--- config.mk ---
export PLATFORM = sky130hd
export DESIGN_NAME = gf1024_mul
export DESIGN_NICKNAME = d
export VERILOG_FILES = /design/src/rtl/gf1024_mul.sv
export SDC_FILE = /design/constraint.sdc
export NUM_CORES = 1
export LEC_CHECK = 0
export ABC_AREA = 0
export CORE_ASPECT_RATIO = 2
export CORE_MARGIN = 8
export CORE_UTILIZATION = 52
export CTS_BUF_LIST = sky130_fd_sc_hd__clkbuf_4 sky130_fd_sc_hd__clkbuf_8
export DETAILED_ROUTE_END_ITERATION = 6
export GPL_ROUTABILITY_DRIVEN = 1
export MAX_ROUTING_LAYER = met4
export PLACE_DENSITY = 0.83
export SYNTH_ARGS = -nofsm -noshare
export SYNTH_HDL_FRONTEND = slang
export SYNTH_SLANG_ARGS = --single-unit
export TNS_END_PERCENT = 10
--- constraint.sdc ---
create_clock -name clk_i -period 2.74 [get_ports clk_i]
set_input_delay 0.548 -clock clk_i [delete_from_list [all_inputs] [get_ports clk_i]]
set_output_delay 0.548 -clock clk_i [all_outputs]
set_load 0.005 [all_outputs]
--- src/rtl/gf1024_mul.sv ---
// gf1024_mul -- GF(2^W) multiplier, polynomial basis (default GF(2^10),
// x^10 + x^3 + 1). This is the shared product primitive of the RS decoder
// datapath.
//
// Ports:
//   clk_i   in   1  clock, rising edge
//   rst_ni  in   1  synchronous active-low reset (registered path only)
//   a, b    in   W  operands, bit i = coefficient of x^i
//   p       out  W  combinational product a*b mod POLY (zero latency)
//   vld_i   in   1  qualifies a/b for the registered path
//   p_q     out  W  registered product, one cycle after vld_i
//   vld_o   out  1  p_q valid flag
module gf1024_mul #(
  parameter int         W    = 10,
  parameter logic [W:0] POLY = 11'h409
) (
  input  logic         clk_i,
  input  logic         rst_ni,
  input  logic [W-1:0] a,
  input  logic [W-1:0] b,
  output logic [W-1:0] p,
  input  logic         vld_i,
  output logic [W-1:0] p_q,
  output logic         vld_o
);

  localparam int PW = 2 * W - 1;

  // Carry-less product: XOR of shifted copies of x, each gated by a bit of y.
  function automatic logic [PW-1:0] clmul(input logic [W-1:0] x,
                                          input logic [W-1:0] y);
    logic [PW-1:0] acc;
    acc = '0;
    for (int i = 0; i < W; i++) begin
      acc = acc ^ (({{(W-1){1'b0}}, x} & {PW{y[i]}}) << i);
    end
    return acc;
  endfunction

  // Reduce modulo POLY, cancelling the highest bit first so each step only
  // touches bits below the one it clears.
  function automatic logic [W-1:0] reduce(input logic [PW-1:0] v);
    logic [PW-1:0] r;
    r = v;
    for (int k = PW - 1; k >= W; k--) begin
      r = r ^ (({{(W-2){1'b0}}, POLY} & {PW{r[k]}}) << (k - W));
    end
    return r[W-1:0];
  endfunction

  // Stage 0: combinational product
  logic [W-1:0] prod_p0;

  always_comb begin
    prod_p0 = reduce(clmul(a, b));
  end

  assign p = prod_p0;

  // Stage 1: registered product; holds when no valid operand arrives
  logic [W-1:0] prod_p1;
  logic         vld_p1;

  always_ff @(posedge clk_i) begin
    if (!rst_ni) begin
      vld_p1  <= 1'b0;
      prod_p1 <= '0;
    end else begin
      vld_p1 <= vld_i;
      if (vld_i) begin
        prod_p1 <= prod_p0;
      end
    end
  end

  assign p_q   = prod_p1;
  assign vld_o = vld_p1;

endmodule

==> impl_metrics.csv <==
group,metric,value,unit
status,outcome,"complete, but fails checks",
status,violations,"negative setup slack",
drt,totalWireLength,7780,microns
sta,finalMaxSlewViolations,0,
die,dieHeight,101,microns
drt,antenna_left,0,
clock_network,cts_buffers,3,
worst_hold_path,hold_end,"p_q[9]",
sta,fin_skew,0,ns
yosys,yosysMostFrequentCell,"nand2_1",
sta,worst_slack,-0.0597,ns
die,core-area,3530,sq um
clock_network,clk-insertion-delay-late,0.24,ns
worst_setup_path,cp_max_fo,3,
global_route,grt_usage,0.253,
worst_setup_path,worst_setup_path_end_kind,"output pin",
sta,worst_slew_pin_slew,0.475,ns
run,maxCapViolations,0,
die,die-area,5880,sq um
yosys,syn_area,1870,sq um
yosys,syn-num-nets,265,
yosys,synth_top_cell_area_share,0.249,
worst_setup_path,worstRegToRegCells,2,
sta,fin_crit_sh,1.02,
worst_hold_path,min_from,"p_q[9]",
sta,final-setup-viol-count,3,
placement,port_buffers,43,
clock_network,cts_tree,"yes",
worst_setup_path,reg2reg_slack,1.88,ns
placement,gp_congestion,0.968,
sta,fin_tns_setup,-0.0950,ns
yosys,synth-main-ff-cell,"dfxtp_1",
finish,layout.nets,364,
worst_setup_path,crit_required,2.19,ns
yosys,async_flop_share,0,
worst_setup_path,r2r-end,"p_q[0]",
die,die_w,58.4,microns
power_and_ir_drop,leakagePower,1.50,nW
worst_setup_path,timing.rr.start,"p_q[0]",
global_route,antenna_found_initial,0,
die,rows,31,
yosys,synth_area_leader_cell,"xnor2_1",
die,io_pins,44,
die,start_util,0.529,
yosys,syn-instance-count,242,
clock_network,cts-root-buf,"clkbuf_8",
global_route,grt_pass1_wl,11100,microns
sta,final.min_clock_period,2.80,ns
yosys,yosys-top-cells-count,"99 x nand2_1, 53 x xnor2_1, 18 x xor2_1",
drt,first_iter_violations,135,
sta,fmax,0.357,GHz
global_route,grt_overflow,0,
placement,dpl.hpwl,4680,microns
worst_hold_path,hold_depth,2,
sta,maxSlewHeadroom,0.682,
yosys,ys_warn_count,0,
drt,wl_per_cell,20.0,microns
yosys,yosysSeqAreaShare,0.118,
drt,drcViolationCount,0,
power_and_ir_drop,ir_drop,0.000805,V
yosys,synth_edf_count,0,
sta,hold_viol,0,
finish,final_util,0.838,
yosys,avgSynthCellArea,7.71,sq um
placement,pre_cts_ws,-0.814,ns
clock_network,clock-sinks,11,
finish,drive_gt1_frac,0.388,
drt,vias,2140,
clock_network,clkSlewWorstSetupHoldPaths,0.05,ns
sta,rsz0062_at_grt,"true",
drt,drt-pass1-iter-count,5,
clock_network,postCtsHoldBufs,0,
worst_setup_path,criticalPathCategory,"in2out",
yosys,synth-seq-cells,11,
finish,antenna_cells,0,
global_route,grt_max_degree,12,
clock_network,htreeDepth,1,
worst_setup_path,cp-start-kind,"input port",
worst_setup_path,critical_path_arrival,2.25,ns
yosys,synth_cell_types,24,
yosys,synthTopCellsByArea,"xnor2_1 25%, nand2_1 20%, xnor3_1 16%, dfxtp_1 12%, xor2_1 8.5%",
clock_network,cts.path.max_buffers,2,
finish,areaGrowthSynthToFinish,58.5,%
global_route,grt_pass1_vias,2275,
drt,vias_per_cell,5.50,
power_and_ir_drop,power_density,599,nW/um^2
worst_hold_path,min_path_type,"reg2reg",
sequential cells by signal, summed over array words and instances (netlist names):
name	flops
p_q	10
vld_o	1
worst max path at each step:
stage | from | endpoint | slack (ns)
6_report | a[3] | p[4] | -0.06
5_1_grt | a[3] | p[4] | -0.12
4_1_cts | a[6] | p[3] | -0.03
3_5_place_dp | a[5] | p[3] | -0.81
3_3_place_gp | a[5] | p[6] | -0.80
2_1_floorplan | b[3] | p[5] | 0.34
critical path, stage by stage:
cell and delay [ns]:
buf_4 0.13, buf_6 0.12, nand2_1 0.09, xnor3_1 0.44, xnor2_2 0.23, xnor2_1 0.17
buf_4 0.20, xnor2_1 0.16, buf_2 0.17
routing by layer:
layer | up-vias | GRT usage | wire [microns]
li1 | 933 | - | -
met1 | 970 | 0.254 | 2490
met2 | 186 | 0.430 | 3890
met3 | 51 | 0.0563 | 820
met4 | 0 | 0.152 | 573
met5 | - | - | 0
through the flow:
stage / std cells / cell area [sq um] / total power, mW / hold slack, ns
after floorplan: 242 / 1870 / 0.762 / 0.475
after global placement: 362 / 2570 / 1.29 / 0.480
after detailed placement: 362 / 2570 / 1.31 / 0.499
after CTS: 388 / 2900 / 1.64 / 0.513
after global routing: 389 / 2960 / 1.86 / 0.540
final: 389 / 2960 / 1.77 / 0.503
power breakdown:
group / total (mW) / switching, mW / internal (mW)
combinational: 1.38 / 0.560 / 0.818
clock: 0.178 / 0.0654 / 0.112
sequential: 0.217 / 0.0194 / 0.197
total: 1.77 / 0.644 / 1.13
layout by cell type (no fill, tap or decap):
master / Yosys / final
nand2_1: 99 / 98
buf_4: 2 / 57
xnor2_1: 53 / 34
xnor2_2: 1 / 17
buf_6: 2 / 16
xor2_1: 18 / 15
buf_2: 11 / 15
clkdlybuf4s50_1: 0 / 13
xnor3_1: 13 / 11
dfxtp_1: 11 / 11
nor2_1: 5 / 5
clkbuf_2: 0 / 5
o21ai_0: 4 / 4
dlygate4sd2_1: 0 / 4
xor2_2: 0 / 3
xnor3_2: 1 / 3
xnor2_4: 0 / 3
o21ba_2: 3 / 3
clkbuf_8: 4 / 3
nand2_2: 1 / 2
inv_1: 2 / 2
mux2i_1: 2 / 2
nor2b_1: 2 / 2
a22o_1: 2 / 2
clkbuf_4: 0 / 2
clkdlybuf4s15_1: 0 / 2
o21ba_1: 1 / 1
nor3_1: 1 / 1
or2_2: 1 / 1
o211a_1: 1 / 1
clkdlybuf4s15_2: 0 / 1
buf_12: 0 / 1
cell families (layout without fill, tap and decap cells):
kind of cell / count (synthesis) / after routing / share of synthesized area
AND/OR/NAND/NOR: 109 / 109 / 0.225
XOR/XNOR: 86 / 86 / 0.512
buffers and inverters: 23 / 121 / 0.0872
AO/OA/AOI/OAI: 11 / 11 / 0.0470
flip-flops: 11 / 11 / 0.118
multiplexers: 2 / 2 / 0.0107
area by class of cell:
class | instances | area [sq um]
clock buffer | 4 | 48.8
fill | 208 | 573
tap | 49 | 61.3
inverter | 2 | 7.51
sequential | 11 | 220
timing repair buffer | 115 | 932
multi-input combinational | 208 | 1690
repair_timing:
item | CTS | global route
endpoints found under the setup margin | 10 | 10
buffers inserted | 21 | 1
gates cloned | 1 | 0
pin swaps | 30 | 17
hold endpoints to repair | 0 | 0
resized for setup | 117 | 30
Note: power is estimated with default switching activity, not from simulation.
==> variant 1, RTL diff (config.mk and constraints unchanged) <==
Reset style: asynchronous (`rst_ni`), changed in one clocked block. Comments in the files are not updated.
--- a/src/rtl/gf1024_mul.sv
+++ b/src/rtl/gf1024_mul.sv
@@ -61,7 +61,7 @@
   logic [W-1:0] prod_p1;
   logic         vld_p1;
 
-  always_ff @(posedge clk_i) begin
+  always_ff @(posedge clk_i or negedge rst_ni) begin
     if (!rst_ni) begin
       vld_p1  <= 1'b0;
       prod_p1 <= '0;
Behaviour: differs if rst_ni is asserted again (counterexample within 4 cycles, from zero or initial values and one cycle with rst_ni low); with rst_ni held inactive, the same outputs for 10 cycles.
==> variant 1 against the unedited design <==
The run still ends with negative setup slack left; register-to-register slack gained 80 ps; routed wire length shrank 3.1%; sequential cell count did not move; setup slack got worse by 70 ps; die area decreased by 1.4%; global-route usage shrank 0.73 points; count of clock-buffer cells in the layout unchanged; maximum frequency shrank 2.4%; synthesized area decreased by 1.7%; power is 1.9% higher; design area rose by 0.34%; largest cell class unchanged; largest power group unchanged; highest routed layer unchanged.
==> variant 1: results (changes against the unedited design) <==
Switching fraction of total power: 36.8% (+0.40 points)
Async SR Flop Fraction: 100% (+100 points)
Root buffer selected by CTS: sky130_fd_sc_hd__clkbuf_8
Total Negative Setup Slacks: -203 ps (-107 ps)
DRT iter0 DRCs: 169 (+25%)
Share of post-route cells with drive strength above 1: 42.2% (+3.4 points)
Non-clk invs: 0 (-2)
Detailed Place HPWL: 4730 um (+1.1%)
Number of iterations in the first detailed-routing pass: 4 (-1)
Met3 Resource Use GR: 2.31% (-3.3 points)
Area of all sequential standard cells: 275 sq um (+25%)
Detailed Route WL: 7540 um (-3.1%)
Sequential power: 282 uW (+30%)
Leading post-synthesis cells by instance count: sky130_fd_sc_hd__nand2_1 (96), sky130_fd_sc_hd__xnor2_1 (62), sky130_fd_sc_hd__xor2_1 (17)
Result of the run: finished, violations left
Library cells used by synthesis: 18 (-25%)
Wire per inst: 21.0 um (+5.0%)
Met3 wire length: 485 um (-41%)
Sequential share of power: 15.6% (+3.4 points)
Number of global-route vias before repair: 2136 (-6.1%)
Final Setup Violations: 4 (+1)
Critical path fanouts, max: 5 (+2)
Avg Vias per Cell: 5.72 (+4.0%)
Part of the Yosys area used for sequential elements: 15.0% (+3.2 points)
Plain + repair buffers: 110 (-4.3%)
Post-placement cell area: 2540 sq um (-1.2%)
Synth area leaders: sky130_fd_sc_hd__xnor2_1 (30%), sky130_fd_sc_hd__nand2_1 (20%), sky130_fd_sc_hd__dfrtp_1 (15%), sky130_fd_sc_hd__xnor3_1 (9.8%), sky130_fd_sc_hd__xor2_1 (8.1%)
Largest net degree at the start of global routing: 12 (unchanged)
Core Region: 3380 sq um (-4.3%)
GRT met1 Usage: 21.5% (-3.9 points)
GRT met2 Usage: 48.4% (+5.3 points)
First-pass GRT wire length: 10700 um (-3.8%)
Average cell area after synthesis: 7.83 sq um (+1.6%)
Failing checks: negative setup slack
Number of inserted filler cells in the final layout: 175 (-16%)
Post-route core utilization: 87.8% (+4.1 points)
Syn Nets: 257 (-3.0%)
Data-path buffer share of cell area in the final layout: 30.9% (-0.61 points)
Routed length on met1: 2300 um (-7.5%)
Net total in the final layout: 351 (-3.6%)
Flip-flop and latch count: 11 (unchanged)
Aggregate global-route resource usage: 24.6% (-0.73 points)
Number of combinational gates with multiple inputs: 202 (-2.9%)
Leakage power of the design: 1.43 nW (-5.1%)
Min setup slack post-route: -130 ps (-69.8 ps)
Portion of total power attributed to the clock network: 9.8% (-0.2 points)
-- variant 1: changes by cell type after synthesis, sizes merged, moves of 3 or more --
cell | before | now
xnor2 | 54 | 64
dfxtp | 11 | 0
xnor3 | 14 | 8
dfrtp | 0 | 11
o21ba | 4 | 0
nand2 | 100 | 97
o21ai | 4 | 1
mux2 | 0 | 11
nor2 | 5 | 0
-- variant 1: what timing repair did --
action / in CTS / in global routing
setup endpoints to repair: 10 / 10
gates resized for setup: 116 / 34
buffers inserted: 14 / 6
pin swaps: 34 / 18
endpoints found under the hold margin: 0 / 0
-- variant 1: worst max-delay path, cell delays in order --
cell and delay (ps):
sky130_fd_sc_hd__clkdlybuf4s15_2 260, sky130_fd_sc_hd__buf_4 140, sky130_fd_sc_hd__nand2_1 80, sky130_fd_sc_hd__xnor2_1 190
sky130_fd_sc_hd__xnor3_1 480, sky130_fd_sc_hd__xnor2_2 250, sky130_fd_sc_hd__xor2_2 220, sky130_fd_sc_hd__buf_2 160
-- variant 1: path summary, 6_finish.rpt --
check / startpoint / depth (start not counted) / to / slack [ps]
max in group asynchronous: rst_ni / 1 / p_q[3] / 1740
setup / recovery: b[1] / 8 / p[6] / -130
hold reg to reg: p_q[6] / 1 / p_q[6] / 500
hold / removal: p_q[6] / 1 / p_q[6] / 500
min in group asynchronous: rst_ni / 1 / p_q[5] / 650
setup reg to reg: p_q[8] / 1 / p_q[8] / 1960
-- variant 1: logic make-up after synthesis --
logic type	Yosys count	share of synthesized area [%]
AOI/OAI and AO/OA	2	1.09
xor gates and xnor gates	89	49.4
buffers and inverters	21	6.35
DFF	11	15.0
muxes	11	6.96
and+or+nand+nor	100	21.2
==> variant 2, RTL diff (same flow settings) <==
Made on the original files. `W`: 10 -> 20. Comments in the files are not updated.
--- a/src/rtl/gf1024_mul.sv
+++ b/src/rtl/gf1024_mul.sv
@@ -11,7 +11,7 @@
 //   p_q     out  W  registered product, one cycle after vld_i
 //   vld_o   out  1  p_q valid flag
 module gf1024_mul #(
-  parameter int         W    = 10,
+  parameter int         W    = 20,
   parameter logic [W:0] POLY = 11'h409
 ) (
   input  logic         clk_i,
Interface: changed (resized a, b, p and p_q); port bits go from 44 to 84. No check against the original RTL was run, so the function may have changed too.
==> variant 2 against the unedited design <==
The run now fails in global routing; synthesized area increased to 3.4 times the old value.
==> variant 2: results (changes against the unedited design) <==
Result of the run: stopped before the end
Stage where the run ended: global routing
First error message: [ERROR GRT-0232] Routing congestion too high. Check the congestion heatmap in the GUI.
Pin ending the worst setup path after global-route repair: p[4]
Number of buffer cells added on primary ports: 83 (+93%)
Synth area leaders: sky130_fd_sc_hd__xnor2_1 (43%), sky130_fd_sc_hd__nand2_1 (24%), sky130_fd_sc_hd__xor2_1 (12%), sky130_fd_sc_hd__dfxtp_1 (6.7%), sky130_fd_sc_hd__buf_2 (3.9%)
Detailed Place HPWL: 18600 um (+300%)
Library cells used by synthesis: 17 (-29%)
Aggregate global-route resource usage: 64.4%
Syn Nets: 996 (+280%)
Dominant register cell in the synthesized netlist: sky130_fd_sc_hd__dfxtp_1
Clock H-tree levels: 1 (unchanged)
YS warnings: 0 (unchanged)
CTS Buf Count: 3 (unchanged)
Leading post-synthesis cells by instance count: sky130_fd_sc_hd__nand2_1 (399), sky130_fd_sc_hd__xnor2_1 (307), sky130_fd_sc_hd__xor2_1 (85)
Total number of clock tree sinks: 21 (+10)
Category of the worst endpoint: output port
Overflow left after global routing: 69
Part of the Yosys area used for sequential elements: 6.73% (-5.1 points)
Worst-case clock buffer depth: 2 (unchanged)
Post-placement cell area: 8490 sq um (+230%)
Largest net degree at the start of global routing: 23
Async SR Flop Fraction: 0% (unchanged)
Routability-driven placement congestion ratio: 1.06 (+9.4%)
Root buffer selected by CTS: sky130_fd_sc_hd__clkbuf_8
Die width: 93.5 um (+60%)
[variant 2: per-stage QoR]
stage	hold slack [ps]	util [%]	worst slack, ps	instances
floorplan	478	-	3.46	953
CTS	505	86.0	-503	1363
detailed placement	485	72.6	-1400	1281
global placement	473	72.6	-1420	1281
[variant 2: routing by layer]
metal / global-route usage, % / GRT overflow
met1: 60.9 / 1
met2: 84.8 / 39
met3: 39.1 / 2
met4: 67.7 / 27
met5: - / -
[variant 2: timing repair]
item	CTS
hold buffers	0
gates cloned	1
setup buffers	82
endpoints found under the setup margin	40
pin swaps	122
gates resized for setup	404
endpoints found under the hold margin	0
[variant 2: cells by family after synthesis]
family,after synthesis,share of synthesized area [%]
buffers and inverters,87,6.27
XOR/XNOR,402,58.3
multiplexers,19,3.04
AO/OA/AOI/OAI,2,0.200
flip-flops,21,6.73
AND/OR/NAND/NOR,422,25.4
